File: src/rtl/serial_adder_pkg.sv
`default_nettype none
// ============================================================================
// serial_adder_pkg : constants and types shared across the serial adder path
// Rev 1.0
// ============================================================================
package serial_adder_pkg;

   // Operand width shared by the shifter, the serial adder and the collector.
   localparam int DEFAULT_WIDTH = 8;

   typedef enum logic [1:0] {
      IDLE  = 2'd0,
      SHIFT = 2'd1,
      DONE  = 2'd2
   } p2s_state_t;

endpackage
`default_nettype wire

File: src/rtl/parallel_serial_shifter.sv
`default_nettype none
// ============================================================================
// parallel_serial_shifter : captures two operands, streams them LSB first with
// first/last framing. Optional: P2S_PROTO_ERR_EN adds sticky proto_err output.
// Rev 1.0
// ============================================================================
module parallel_serial_shifter
   import serial_adder_pkg::*;
#(
   parameter int WIDTH = DEFAULT_WIDTH
) (
   input  logic             clk,
   input  logic             reset_n,
   input  logic             load_valid,
   output logic             load_ready,
   input  logic [WIDTH-1:0] a_in,
   input  logic [WIDTH-1:0] b_in,
   input  logic             bit_ready,
   output logic             bit_valid,
   output logic             a_bit,
   output logic             b_bit,
   output logic             first_bit,
   output logic             last_bit,
   output logic             busy,
   output logic             done
`ifdef P2S_PROTO_ERR_EN
   ,
   output logic             proto_err
`endif
);

   localparam int             CNT_W    = (WIDTH > 1) ? $clog2(WIDTH) : 1;
   localparam logic [CNT_W-1:0] LAST_IDX = CNT_W'(WIDTH - 1);

   p2s_state_t       state_q, state_d;
   logic [WIDTH-1:0] a_sh_q, a_sh_d;
   logic [WIDTH-1:0] b_sh_q, b_sh_d;
   logic [CNT_W-1:0] cnt_q, cnt_d;

   always_ff @(posedge clk) begin
      if (!reset_n) begin
         state_q <= IDLE;
         a_sh_q  <= '0;
         b_sh_q  <= '0;
         cnt_q   <= '0;
      end else begin
         state_q <= state_d;
         a_sh_q  <= a_sh_d;
         b_sh_q  <= b_sh_d;
         cnt_q   <= cnt_d;
      end
   end

   always_comb begin
      state_d    = state_q;
      a_sh_d     = a_sh_q;
      b_sh_d     = b_sh_q;
      cnt_d      = cnt_q;
      load_ready = 1'b0;
      bit_valid  = 1'b0;
      a_bit      = 1'b0;
      b_bit      = 1'b0;
      first_bit  = 1'b0;
      last_bit   = 1'b0;
      busy       = 1'b0;
      done       = 1'b0;

      case (state_q)
         IDLE: begin
            // Gated by reset_n so no handshake completes while reset is held.
            load_ready = reset_n;
            if (load_valid) begin
               a_sh_d  = a_in;
               b_sh_d  = b_in;
               cnt_d   = '0;
               state_d = SHIFT;
            end
         end
         SHIFT: begin
            bit_valid = 1'b1;
            busy      = 1'b1;
            a_bit     = a_sh_q[0];
            b_bit     = b_sh_q[0];
            first_bit = (cnt_q == '0);
            last_bit  = (cnt_q == LAST_IDX);
            if (bit_ready) begin
               a_sh_d = a_sh_q >> 1;
               b_sh_d = b_sh_q >> 1;
               cnt_d  = cnt_q + 1'b1;
               if (cnt_q == LAST_IDX) begin
                  state_d = DONE;
               end
            end
         end
         DONE: begin
            busy    = 1'b1;
            done    = 1'b1;
            state_d = IDLE;
         end
         default: begin
            state_d = IDLE;
         end
      endcase
   end

`ifdef P2S_PROTO_ERR_EN
   logic proto_err_q;

   always_ff @(posedge clk) begin
      if (!reset_n) begin
         proto_err_q <= 1'b0;
      end else if (load_valid && (state_q != IDLE)) begin
         proto_err_q <= 1'b1;
      end
   end

   assign proto_err = proto_err_q;
`endif

endmodule
`default_nettype wire

File: config.mk
export PLATFORM = sky130hd
export DESIGN_NAME = parallel_serial_shifter
export DESIGN_NICKNAME = d
export VERILOG_FILES = /design/src/rtl/serial_adder_pkg.sv /design/src/rtl/parallel_serial_shifter.sv
export SDC_FILE = /design/constraint.sdc
export NUM_CORES = 1
export LEC_CHECK = 0
export ABC_AREA = 0
export CAP_MARGIN = 20
export CORE_MARGIN = 2
export CORE_UTILIZATION = 48
export CTS_CLUSTER_DIAMETER = 150
export DETAILED_ROUTE_END_ITERATION = 16
export PLACE_DENSITY = 0.87
export SLEW_MARGIN = 20
export SYNTH_ARGS = -nofsm -noshare
export SYNTH_HDL_FRONTEND = slang
export SYNTH_SLANG_ARGS = --single-unit
export TNS_END_PERCENT = 10
File: constraint.sdc
create_clock -name clk -period 1.9 [get_ports clk]
set_input_delay 0.57 -clock clk [delete_from_list [all_inputs] [get_ports clk]]
set_output_delay 0.57 -clock clk [all_outputs]
set_load 0.005 [all_outputs]
Yosys cells after proc, flatten, opt, wreduce, memory -nomap -nowiden --
Cells that the tools add are included.
Word-level totals: output and inout bits 8, input port bits 20, logic and storage cells 38, bits in registers 21
Operators by class: $add $sub $neg 1, equal/unequal tests 6, reductions and logical operators 6, mux-type cells 21
Operator list (number):
- $mux W8 | 4
- $pmux W8 S2 | 2
- $mux W1 | 8
- $mux W2 | 3
- $mux W3 | 2
- $ne A2 B2 Y1 const B | 3
- $pmux W3 S2 | 1
- $reduce_and A3 Y1 | 2
- $pmux W2 S2 | 1
- $add A3 B1 Y3 const B | 1
- $eq A3 B3 Y1 const B | 1
- $logic_not A3 Y1 | 1
- $eq A2 B1 Y1 const B | 1
- $eq A2 B2 Y1 const B | 1
- $logic_not A2 Y1 | 1
- $reduce_bool A2 Y1 | 1
- $reduce_or A2 Y1 | 1

Longest topological paths before layout --
Gate-level depths: netlist of the first run.
word-level depth 4, mapped depth 8, depth with buffers taken out 5

Worst setup path after synthesis of the first run --
OpenSTA, ideal clock, no wires.
kind input-to-output, start point input port reset_n, end point output port load_ready, stages on the path 3, path buffers 2, arrival 1.214 ns, path slack 0.116 ns, data required time 1.330 ns, cell sequence clkbuf_1 clkbuf_1 and2_1
On the way: cells in the longest elaborated chain, start to end 1
RTL lines:
- start: declaration | RTL line parallel_serial_shifter.sv:13 | input logic reset_n,
- $mux W1 | RTL line parallel_serial_shifter.sv:68 | case (state_q)
- end: declaration | RTL line parallel_serial_shifter.sv:15 | output logic load_ready,
No other way between the ends.

Final worst setup path of the first run --
start point register state_q[1], end point output port a_bit
On the way: cells in the longest elaborated chain, start to end 2
RTL lines:
- start: declaration | RTL line parallel_serial_shifter.sv:35 | p2s_state_t state_q, state_d;
- start signal: assignment | RTL line parallel_serial_shifter.sv:47 | state_q <= state_d;
- $eq A2 B1 Y1 | RTL line parallel_serial_shifter.sv:68
- $mux W1 | RTL line parallel_serial_shifter.sv:68
- end: declaration | RTL line parallel_serial_shifter.sv:20 | output logic a_bit,
No other way between the ends.

==> impl_metrics.toml, run 1 <==
[power_and_ir_drop]
p_int_uw = 1080
power_uw = 1650
p_sw_uw = 574
vdd_drop_max_uv = 705
powerDensity_nw_per_um2 = 1070
leakage_uw = 0.000755
p_sw_frac = 0.348
pwr-share-clk = 0.132
seq_power_share = 0.385
share_comb_of_total_power = 0.483

[drt]
via_per_inst = 5.48
final_antenna_net_count = 0
route.detailed.drc = 0
wl_um = 2470
routedWlPerCell_um = 13.9
firstDrtPassIters = 3
initialDrtViolationCount = 14
via_count = 976

[yosys]
ys_warn_count = 0
synth-seq-cells = 21
synth_sequential_area_ratio = 0.370
syn_inst = 115
synth_nets = 142
netlist_area_um2 = 1140
avgSynthCellArea_um2 = 9.88
synth.distinct_cells = 23

[clock_tree]
h-tree-depth = 1
clock-sinks = 21
cts_tree = "built"
clock_path_buffers = 2
clk_pin_slew_worst_paths_ps = 120
cts_root_buffer = "clkbuf_4"
cts_buffers = 3
clock_latency_ps = 300

[floorplan]
rows = 17
dieArea_um2 = 2770
start_util = 0.509
die_w_um = 52.7
die_y_um = 52.7
io_pins = 28
core_um2 = 2230

[place]
dp_hpwl_um = 1750
port_buffers = 27
placement.cell_area_um2 = 1470
routabilityCongestion = 0.766

[setup_path]
path_cells = "inv_2, ha_4, and2_1, dlygate4sd2_1"
reg2reg_depth = 7
worstSetupStartpoint = "state_q[1]"
critPathSlowestCell = "dfxtp_2"
cp-start-kind = "flip-flop"
required_ps = 1330
reg2reg_slack_ps = 120
crit_path_end_kind = "output pin"
critPathMaxFanout = 5
timing.rr.start = "state_q[1]"
cp.arrival_ps = 1290
cp-endpoint = "a_bit"
r2r_end = "b_sh_q[3]"
worst_path_largest_cell_delay_ps = 360
path_class = "flip-flop to output pin"

[grt]
globalRouteOverflowTotal = 0
grt_max_degree = 26
grt_pass1_vias = 992
grt_usage = 0.207
grt_antenna_before_repair = 0
grt_pass1_wl_um = 4270

[sta]
skew_ps = 1.77
timing.final.crit_share = 0.977
drv_slew = 0
max_freq_mhz = 539
setup_viol = 0
tns_ps = 0
worst_pin_slew_ps = 250
slew_headroom = 0.833
period_needed_ps = 1860
rsz0062_at_grt = "yes"
hold_viol = 0

[worst_hold_path]
hp-start = "b_sh_q[7]"
hp-class = "flip-flop to flip-flop"

[layout]
final_area_um2 = 1540
drive_gt1_frac = 0.227
mostFrequentLayoutCells = "18 x clkdlybuf4s50_1, 17 x mux2i_1, 17 x dfxtp_1"
finish.net_count = 178
antennaDiodeCount = 0
final_util = 0.690
final_common_cell = "clkdlybuf4s50_1"
areaGrowthSynthToFinish_pct = 35.6

[run_status]
outcome = "completed"

[run]
maxCapViolations = 0
[per-layer routing]
layer  part of all wire  vias up  global-route usage
met5                  0        -                   0
met4              0.010        0              0.0641
met3              0.034        4              0.0314
met2               0.52       18               0.388
met1               0.43      474               0.237
li1                   -      480                   -
[Yosys cell counts, drive strengths merged]
cell type | instances | area (um^2)
nor2b | 1 | 6.26
buf | 5 | 42.5
and4 | 1 | 8.76
inv | 4 | 15.0
and2 | 5 | 33.8
nand2 | 8 | 30.0
o2bb2ai | 1 | 8.76
a32o | 2 | 20.0
a21oi | 2 | 10.0
o211a | 14 | 140
nand3 | 15 | 75.1
nand2b | 1 | 6.26
nand3b | 2 | 15.0
clkbuf | 6 | 22.5
nor2 | 1 | 3.75
mux2 | 1 | 15.0
o21ai | 1 | 5.00
ha | 7 | 87.6
mux2i | 17 | 170
dfxtp | 21 | 420
[worst min path at each step]
stage                 to  slack (ps)  cells past startpoint
3_5_place_dp   b_sh_q[7]         460                      2
3_3_place_gp   b_sh_q[7]         450                      2
2_1_floorplan  a_sh_q[7]         430                      2
4_1_cts        b_sh_q[7]         480                      2
6_report       b_sh_q[7]         480                      2
5_1_grt        b_sh_q[7]         500                      2
[registers in the layout, summed over array words and instances (netlist names)]
name	count
cnt_q	3
state_q	2
b_sh_q	8
a_sh_q	8
[critical path: cells and delay by family (launching register included)]
family	cells	cell delay, ps
DFF	1	360
buffers and inverters	2	300
and+or+nand+nor	1	150
adders and majority gates	1	170
[logic make-up (layout without fill, tap and decap cells)]
kind of cell	count (synthesis)	count (layout)	share of synthesized area
mux	18	18	0.163
simple gates	34	34	0.157
fa+ha+maj	7	7	0.0771
compound gates	20	20	0.162
flops	21	21	0.370
buf+inv	15	50	0.0705
[per-stage QoR]
| step | hold slack, ps | setup slack [ps] | instances |
|---|---|---|---|
| 5_1_grt | 505 | -14.4 | 178 |
| 2_1_floorplan | 434 | 116 | 115 |
| 6_report | 477 | 44.1 | 178 |
| 3_3_place_gp | 447 | -351 | 171 |
| 3_5_place_dp | 462 | -334 | 171 |
| 4_1_cts | 485 | -15.7 | 178 |
[final cells by class]
| type | count | area [um^2] |
|---|---|---|
| clock buffers | 3 | 22.5 |
| fillers | 176 | 693 |
| repair buffers | 42 | 359 |
| flip-flops and latches | 21 | 428 |
| inverters | 4 | 15.0 |
| well taps | 28 | 35.0 |
| clock inverters | 1 | 5.00 |
| multi-input cells | 79 | 676 |
[what timing repair did]
action,CTS,global route
hold buffers,0,0
endpoints found under the setup margin,22,5
pin swaps,0,0
buffers inserted,3,0
gates resized for setup,29,5
[power by group through the flow]
stage               combinational (uW)  sequential (uW)  clock [uW]
global route                       882              651         248
CTS                                802              633         223
finish                             797              636         218
global placement                   766              627           0
detailed placement                 785              635           0
floorplan                          573              617           0
Power figures use the tool's default switching activity.
==> inputs of run 2 (changes only) <==
Settings changed: GPL_ROUTABILITY_DRIVEN set to 0.
==> results of run 2 <==
Final layout, timing and power as in run 1 (identical DEF).
==> patch (flow settings as in run 2) <==
The option `P2S_PROTO_ERR_EN` is turned on by a define.
--- a/src/rtl/parallel_serial_shifter.sv
+++ b/src/rtl/parallel_serial_shifter.sv
@@ -5,4 +5,6 @@
 // Rev 1.0
 // ============================================================================
+`define P2S_PROTO_ERR_EN
+
 module parallel_serial_shifter
    import serial_adder_pkg::*;
Formal check against the unedited RTL (old outputs only; new: proto_err): equivalent (equiv_simple and equiv_induct, registers matched by name and starting in step).
==> patch against run 2 <==
Critical path depth up 1; wire length grew 12%; global-route usage increased by 0.75 points; total power up 46%; utilization increased by 0.61 points; setup slack lost 0.031 ns; sequential cell count up 1; critical endpoint is now first_bit; synthesized area rose by 4.3%; fmax down 1.7%; cell area is 8.9% higher; highest routed layer unchanged.
==> patch: results <==
[timing]
worst_slew_pin_slew_ns = 0.268
finClkSkew_ns = 0.00276

[worst_setup_path]
crit_fanout = 2
worst_path_max_delay_cell = "dfxtp_4"
cpPeakStageDelay_ns = 0.39
critPathTopFamily = "flip-flops"
worst_ep_arrival_time_ns = 1.32

[yosys]
yosysSeqAreaShare_pct = 37.2
synth_cell_types = 22
synthTopCellsByArea = "dfxtp_1 (37%), mux2i_1 (16%), o211a_1 (12%)"
synth_nets = 146
synth_common_cells = "dfxtp_1 (22), mux2i_1 (19), nand3_1 (17), o211a_1 (14)"

[global_route]
grt_pass1_wl_um = 4420
grt_max_degree = 28
first_global_vias = 975
grtUsageTotal_pct = 21.5

[drt]
vias = 1007
wl_per_cell_um = 14.7
drt-initial-drc-count = 12

[place]
place_ws_ns = -0.399
hpwlAfterDp_um = 1970
io_buffers = 28

[layout]
drive_gt1_share_pct = 29.1
final_nets = 187
antennaDiodeCount = 0

[power_and_ir_drop]
leakage_nw = 0.814
ir_drop_v = 0.000925

[status]
status = "finished clean"

[clock_network]
clock_latency_ns = 0.32
[patch: area by class of cell]
| type | count | area [µm²] |
|---|---|---|
| Sequential cell | 22 | 448 |
| Timing Repair Buffer | 46 | 402 |
| Inverter | 6 | 22.5 |
| Fill cell | 190 | 733 |
| Multi-Input combinational cell | 80 | 731 |
| Clock buffer | 4 | 36.3 |
| Tap cell | 30 | 37.5 |
[patch: path summary, 6_finish.rpt]
check	startpoint	end	slack, ns	depth (start not counted)
worst max-delay path	cnt_q[0]	first_bit	0.01	5
worst min-delay path	proto_err	proto_err	0.49	1
worst min register to register	proto_err	proto_err	0.49	1
worst max register to register	state_q[1]	b_sh_q[5]	0.09	7
[patch: cell families after synthesis]
family | share of synthesized area (%)
AO/OA/AOI/OAI | 15.1
adder cells (fa/ha/maj) | 8.45
buffers and inverters | 7.07
flip-flops | 37.2
multiplexers | 17.3
AND/OR/NAND/NOR | 14.9
[patch: report_power, final]
group | switching, W | internal [W]
registers | 0.000101 | 0.000644
clock network | 0.000156 | 0.000117
logic | 0.000634 | 0.000763
[patch: what timing repair did]
item                       in CTS  in global routing
setup endpoints to repair       8                  7
buffers inserted                3                  0
pin swaps                       2                  0
gates resized for setup        39                 10
[patch: metal layers]
layer / track usage [%] / vias up / wire, µm / part of all wire [%]
li1: - / 501 / - / -
met1: 24.8 / 479 / 1150 / 42
met2: 39.0 / 25 / 1480 / 54
met3: 3.06 / 2 / 88 / 3.2
met4: 8.97 / 0 / 37 / 1.3
met5: 0 / - / 0 / 0
[patch: metrics by stage]
step / TNS, ns / instances / instance area (µm²) / hold WS (ns) / util [%]
final: 0 / 188 / 1680 / 0.491 / 69.6
after detailed placement: -0.521 / 181 / 1550 / 0.472 / 64.5
after global routing: -0.0893 / 188 / 1680 / 0.505 / 69.6
after global placement: -0.393 / 181 / 1550 / 0.447 / 64.5
after floorplan: 0 / 118 / 1180 / 0.451 / -
after CTS: -0.233 / 188 / 1680 / 0.502 / 69.7
